<file path="config.mk">
export PLATFORM = sky130hd
export DESIGN_NAME = iter_collector
export DESIGN_NICKNAME = d
export VERILOG_FILES = /design/src/rtl/iter_collector.sv
export SDC_FILE = /design/constraint.sdc
export NUM_CORES = 1
export LEC_CHECK = 0
export CORE_AREA = 10 10 207 209
export CTS_BUF_LIST = sky130_fd_sc_hd__clkbuf_4
export DETAILED_ROUTE_END_ITERATION = 10
export DIE_AREA = 0 0 217 219
export PLACE_DENSITY = 0.68
export SYNTH_ARGS = -nofsm -noshare
export SYNTH_HDL_FRONTEND = slang
export SYNTH_SLANG_ARGS = --single-unit
</file>
<file path="constraint.sdc">
create_clock -name clk -period 8.7 [get_ports clk]
set_input_delay 0.87 -clock clk [delete_from_list [all_inputs] [get_ports clk]]
set_output_delay 0.87 -clock clk [all_outputs]
set_load 0.02 [all_outputs]
</file>
<file path="src/rtl/iter_collector.sv">
// iter_collector: launches NUM_ENGINES Mandelbrot engines per row segment, collects their iteration
// counts and hands each complete batch to the colour LUT. Optional batch watchdog: ENGINE_TIMEOUT_EN.
//
// state  | meaning
// S_IDLE | no frame in progress, waiting for start
// S_RUN  | engines launched, capturing per-engine results
// S_HOLD | batch complete, out_valid held until out_ready
module iter_collector #(
   parameter int ITERATIONS_WIDTH = 32,
   parameter int NUM_ENGINES      = 8,
   parameter int H_RES            = 640,
   parameter int V_RES            = 480,
   parameter int TIMEOUT_CYCLES   = 4096
) (
   input  logic                                         clk,
   input  logic                                         rst,
   input  logic                                         start,
   output logic                                         eng_start,
   output logic [$clog2(H_RES)-1:0]                     eng_x,
   output logic [$clog2(V_RES)-1:0]                     eng_y,
   input  logic [NUM_ENGINES-1:0]                       eng_done,
   input  logic [NUM_ENGINES-1:0][ITERATIONS_WIDTH-1:0] eng_iter,
   output logic                                         out_valid,
   input  logic                                         out_ready,
   output logic [NUM_ENGINES-1:0][ITERATIONS_WIDTH-1:0] out_iter,
   output logic                                         out_last,
   output logic                                         busy,
   output logic                                         frame_done,
   output logic                                         timeout_err
);

   localparam int XW = $clog2(H_RES);
   localparam int YW = $clog2(V_RES);

   typedef enum logic [1:0] {S_IDLE, S_RUN, S_HOLD} state_t;

   state_t                                       state_q, state_d;
   logic [NUM_ENGINES-1:0][ITERATIONS_WIDTH-1:0] slots_q, slots_d;
   logic [NUM_ENGINES-1:0]                       filled_q, filled_d, cap;
   logic [XW-1:0]                                eng_x_q, eng_x_d;
   logic [YW-1:0]                                eng_y_q, eng_y_d;
   logic [XW:0]                                  x_sum;
   logic eng_start_q, eng_start_d, out_valid_q, out_valid_d, out_last_q, out_last_d;
   logic busy_q, busy_d, frame_done_q, frame_done_d;
   logic accept, timeout;

`ifdef ENGINE_TIMEOUT_EN
   localparam int TW = $clog2(TIMEOUT_CYCLES + 1);
   logic [TW-1:0] timer_q, timer_d;
   logic          timeout_err_q, timeout_err_d;
   assign timeout     = (state_q == S_RUN) && (timer_q == '0);
   assign timeout_err = timeout_err_q;
`else
   assign timeout     = 1'b0;
   assign timeout_err = 1'b0;
`endif

   assign accept = out_valid_q && out_ready;
   assign cap    = (state_q == S_RUN) ? (eng_done & ~filled_q) : '0;

   always_ff @(posedge clk or posedge rst) begin
      if (rst) begin
         state_q      <= S_IDLE;
         slots_q      <= '0;
         filled_q     <= '0;
         eng_x_q      <= '0;
         eng_y_q      <= '0;
         eng_start_q  <= 1'b0;
         out_valid_q  <= 1'b0;
         out_last_q   <= 1'b0;
         busy_q       <= 1'b0;
         frame_done_q <= 1'b0;
`ifdef ENGINE_TIMEOUT_EN
         timer_q       <= '0;
         timeout_err_q <= 1'b0;
`endif
      end else begin
         state_q      <= state_d;
         slots_q      <= slots_d;
         filled_q     <= filled_d;
         eng_x_q      <= eng_x_d;
         eng_y_q      <= eng_y_d;
         eng_start_q  <= eng_start_d;
         out_valid_q  <= out_valid_d;
         out_last_q   <= out_last_d;
         busy_q       <= busy_d;
         frame_done_q <= frame_done_d;
`ifdef ENGINE_TIMEOUT_EN
         timer_q       <= timer_d;
         timeout_err_q <= timeout_err_d;
`endif
      end
   end

   always_comb begin
      state_d = state_q;
      case (state_q)
         S_IDLE:  if (start) state_d = S_RUN;
         S_RUN:   if (((filled_q | cap) == '1) || timeout) state_d = S_HOLD;
         S_HOLD:  if (accept) state_d = out_last_q ? S_IDLE : S_RUN;
         default: state_d = S_IDLE;
      endcase
   end

   always_comb begin
      slots_d      = slots_q;
      filled_d     = filled_q;
      eng_x_d      = eng_x_q;
      eng_y_d      = eng_y_q;
      eng_start_d  = 1'b0;
      frame_done_d = 1'b0;
      x_sum        = {1'b0, eng_x_q} + (XW+1)'(NUM_ENGINES);
`ifdef ENGINE_TIMEOUT_EN
      timeout_err_d = timeout_err_q;
`endif
      case (state_q)
         S_IDLE: begin
            if (start) begin
               slots_d     = '0;
               filled_d    = '0;
               eng_x_d     = '0;
               eng_y_d     = '0;
               eng_start_d = 1'b1;
`ifdef ENGINE_TIMEOUT_EN
               timeout_err_d = 1'b0;
`endif
            end
         end
         S_RUN: begin
            for (int i = 0; i < NUM_ENGINES; i++) begin
               if (cap[i]) slots_d[i] = eng_iter[i];
               // a stalled engine reports zero iterations rather than stale data
               if (timeout && !(filled_q[i] || cap[i])) slots_d[i] = '0;
            end
            filled_d = filled_q | cap;
`ifdef ENGINE_TIMEOUT_EN
            if (timeout) timeout_err_d = 1'b1;
`endif
         end
         S_HOLD: begin
            if (accept) begin
               if (out_last_q) begin
                  frame_done_d = 1'b1;
               end else begin
                  filled_d    = '0;
                  eng_start_d = 1'b1;
                  if (x_sum == (XW+1)'(H_RES)) begin
                     eng_x_d = '0;
                     eng_y_d = eng_y_q + YW'(1);
                  end else begin
                     eng_x_d = x_sum[XW-1:0];
                  end
               end
            end
         end
         default: ;
      endcase
      out_valid_d = (state_d == S_HOLD);
      busy_d      = (state_d != S_IDLE);
      out_last_d  = (state_d == S_HOLD) && (eng_x_q == XW'(H_RES - NUM_ENGINES))
                    && (eng_y_q == YW'(V_RES - 1));
`ifdef ENGINE_TIMEOUT_EN
      // down-counter reloads with every launch; terminal count forces the batch out
      timer_d = timer_q;
      if (eng_start_d)                        timer_d = TW'(TIMEOUT_CYCLES - 1);
      else if (state_q == S_RUN && !timeout)  timer_d = timer_q - TW'(1);
`endif
   end

   assign eng_start  = eng_start_q;
   assign eng_x      = eng_x_q;
   assign eng_y      = eng_y_q;
   assign out_valid  = out_valid_q;
   assign out_iter   = slots_q;
   assign out_last   = out_last_q;
   assign busy       = busy_q;
   assign frame_done = frame_done_q;

endmodule

</file>
==> results.json <==
{
  "synth_edf_count": 0,
  "ff2ff_setup_slack_ns": 5.27,
  "startpoint": "state_q[0]",
  "wl_mm": 45.5,
  "grt_pass1_wl_mm": 68.3,
  "hold_violations": 0,
  "worstPathMaxFanout": 73,
  "clkLatencyLatePin_ns": 0.74,
  "path_common_cell": "buf_4",
  "htreeDepth": 3,
  "slowest_delay_ns": 0.83,
  "synthArstFlopShare": 1.00,
  "crit_chain": "nor2b_4 -> buf_4 -> buf_4 -> nand2_1 -> o21ai_0",
  "grt_max_degree": 150,
  "place_congestion": 0.824,
  "area_growth_pct": 57.4,
  "ys_top_cells_by_area": "dfrtp_1 (61%), nand2_1 (18%), o21ai_0 (11%)",
  "drc": 0,
  "cp.arrival_ns": 4.04,
  "firstDrtPassIters": 5,
  "p_leak_nw": 8.11,
  "hold_path_class": "flop to flop",
  "ys_seq_area_frac": 0.608,
  "dieArea_um2": 47500,
  "r2r_cells": 5,
  "r2r-start": "state_q[0]",
  "fmax_mhz": 292,
  "worstSetupEndpoint": "out_iter[185]",
  "crit_type": "flop to flop",
  "endpoint_kind": "flop",
  "fin_setup_tns_ns": 0,
  "grt_overflow": 0,
  "die_y_um": 219,
  "relSlewSlack": 0.291,
  "root_buffer": "clkbuf_4",
  "slew_viol_final": 0,
  "timing.final.crit_share": 0.394,
  "final-instance-count-excl-fill": 2446,
  "port_buffers": 544,
  "synth_cells": 1323,
  "peakVddDrop_v": 0.000194,
  "worstPathRequired_ns": 9.32,
  "drtAntennaViolNets": 0,
  "final_cell_mix": "nand2_1 (552), clkdlybuf4s50_1 (544), dfrtp_1 (287)",
  "synthesis.area_um2": 11800,
  "dp_hpwl_mm": 33.5,
  "cts_tree": "built",
  "yosysUniqueCellTypes": 48,
  "worst_setup_path_start_kind": "flop",
  "dr_total_vias": 11364,
  "cts_hold_buf": 0,
  "grt_setup_unrepaired": "false",
  "yosysWarnings": 0,
  "ys_ff_latch": 287,
  "tightest_slew_ns": 1.06,
  "routedWlPerCell_um": 18.6,
  "post_cts_buffers": 0,
  "final_layout_size_suffix_gt1_frac": 0.0804,
  "antenna_found_initial": 5,
  "synth_top_cell_by_area": "dfrtp_1",
  "grt_pass1_vias": 11338,
  "cts_sinks": 287,
  "gr-usage-all-layers": 0.183,
  "path_clk_slew_ns": 0.06,
  "drv_cap": 0,
  "dp.cells": 2302,
  "cts.repair.resized": 0,
  "die-width_um": 217,
  "pwr_density_cell_nw_per_um2": 349,
  "setup_viol": 0,
  "coreArea_um2": 38600,
  "final_nets": 2137,
  "layout_commonest_cell": "nand2_1",
  "crit_slowest_cell": "nor2b_4",
  "r2r-end": "out_iter[185]",
  "period_needed_ns": 3.43,
  "viasPerCell": 4.65,
  "clock-skew-final_ns": 0.0296,
  "synth_top_area_frac": 0.608,
  "initial_core_util": 0.307,
  "ys.flop_type": "dfrtp_1",
  "rows": 72,
  "nFillCells": 3733,
  "top_level_ports": 549,
  "drt_iter0_markers": 772,
  "cts-buffers-inserted": 81,
  "synth.avg_cell_area_um2": 8.93,
  "final_util": 0.482,
  "outcome": "finished clean",
  "clk_path_buf_depth": 3
}
## synth_stat cells (all sizes together), types with 2 or more instances
cell type	number
or2b	3
inv	7
nand2b	3
clkbuf	59
nor3	8
nand3b	9
o311ai	4
a32o	2
nor4	3
o31ai	3
nand3	7
and3	2
nand2	560
a32oi	2
a21oi	13
o21ai	267
or4	2
o211ai	7
nor2	12
a31oi	2
o22ai	4
buf	35
dfrtp	287
or3	2
a221o	4
ha	2
## where the power goes
part	leakage (nW)	total [mW]	internal, mW	switching (mW)
logic	3.76	3.15	1.21	1.94
registers	3.74	2.11	1.83	0.287
clock network	0.611	1.23	0.650	0.579
total	8.11	6.50	3.69	2.81
## worst min path at each step
stage	from	to	slack, ns	cells after the start
2_1_floorplan	filled_q[0]	filled_q[0]	0.48	2
3_3_place_gp	out_iter[48]	out_iter[48]	0.46	2
3_5_place_dp	out_iter[93]	out_iter[93]	0.47	2
4_1_cts	rst	out_iter[192]	0.46	2
5_1_grt	out_iter[142]	out_iter[142]	0.50	2
6_report	out_iter[155]	out_iter[155]	0.48	2
## final cells by class
| class | count | area, µm² | share of cell area |
|---|---|---|---|
| Sequential cell | 287 | 7180 | 0.386 |
| Timing Repair Buffer | 552 | 5520 | 0.297 |
| Multi-Input combinational cell | 938 | 4210 | 0.226 |
| Clock buffer | 125 | 938 | 0.0504 |
| Tap cell | 518 | 648 | 0.0348 |
| Clock inverter | 18 | 70.1 | 0.00377 |
| Inverter | 7 | 30.0 | 0.00161 |
| Antenna cell | 1 | 2.50 | 0.000135 |
## metrics by stage
stage / setup WS (ns) / power [mW] / instance area (µm²) / hold WS (ns)
final: 5.27 / 6.50 / 18600 / 0.475
after detailed placement: 5.29 / 5.34 / 17600 / 0.469
after global routing: 4.96 / 6.99 / 18600 / 0.498
after CTS: 5.29 / 6.61 / 18600 / 0.461
after floorplan: 4.02 / 3.84 / 11800 / 0.476
after global placement: 5.37 / 5.27 / 17600 / 0.460
## kinds of logic after synthesis
group | after synthesis | share of synthesized area
adders and majority gates | 2 | 0.00212
buffers and inverters | 101 | 0.0392
xor gates and xnor gates | 1 | 0.000741
DFF | 287 | 0.608
and+or+nand+nor | 616 | 0.206
AOI/OAI and AO/OA | 315 | 0.144
other | 1 | 0.000317
## critical path, delay by kind of cell, from the launching register on
family          cells  cell delay (ns)
compound gates      1             0.19
buf+inv             2             1.45
flops               1             0.60
simple gates        2             0.95
## state kept, by name, indices dropped and copies added (netlist names)
| register | count |
|---|---|
| out_iter | 256 |
| busy | 1 |
| filled_q | 8 |
| eng_y | 9 |
| out_valid | 1 |
| out_last | 1 |
| state_q | 2 |
| eng_x | 7 |
| frame_done | 1 |
| eng_start | 1 |
## metal layers
metal,wire length [µm],vias up,share of wire,GRT usage
li1,-,5464,-,-
met1,17700,5334,0.39,0.207
met2,21900,482,0.48,0.300
met3,4600,76,0.10,0.0737
met4,1260,8,0.028,0.0799
met5,46,-,0.0010,0
No activity file was read; power rests on OpenSTA's default activity.
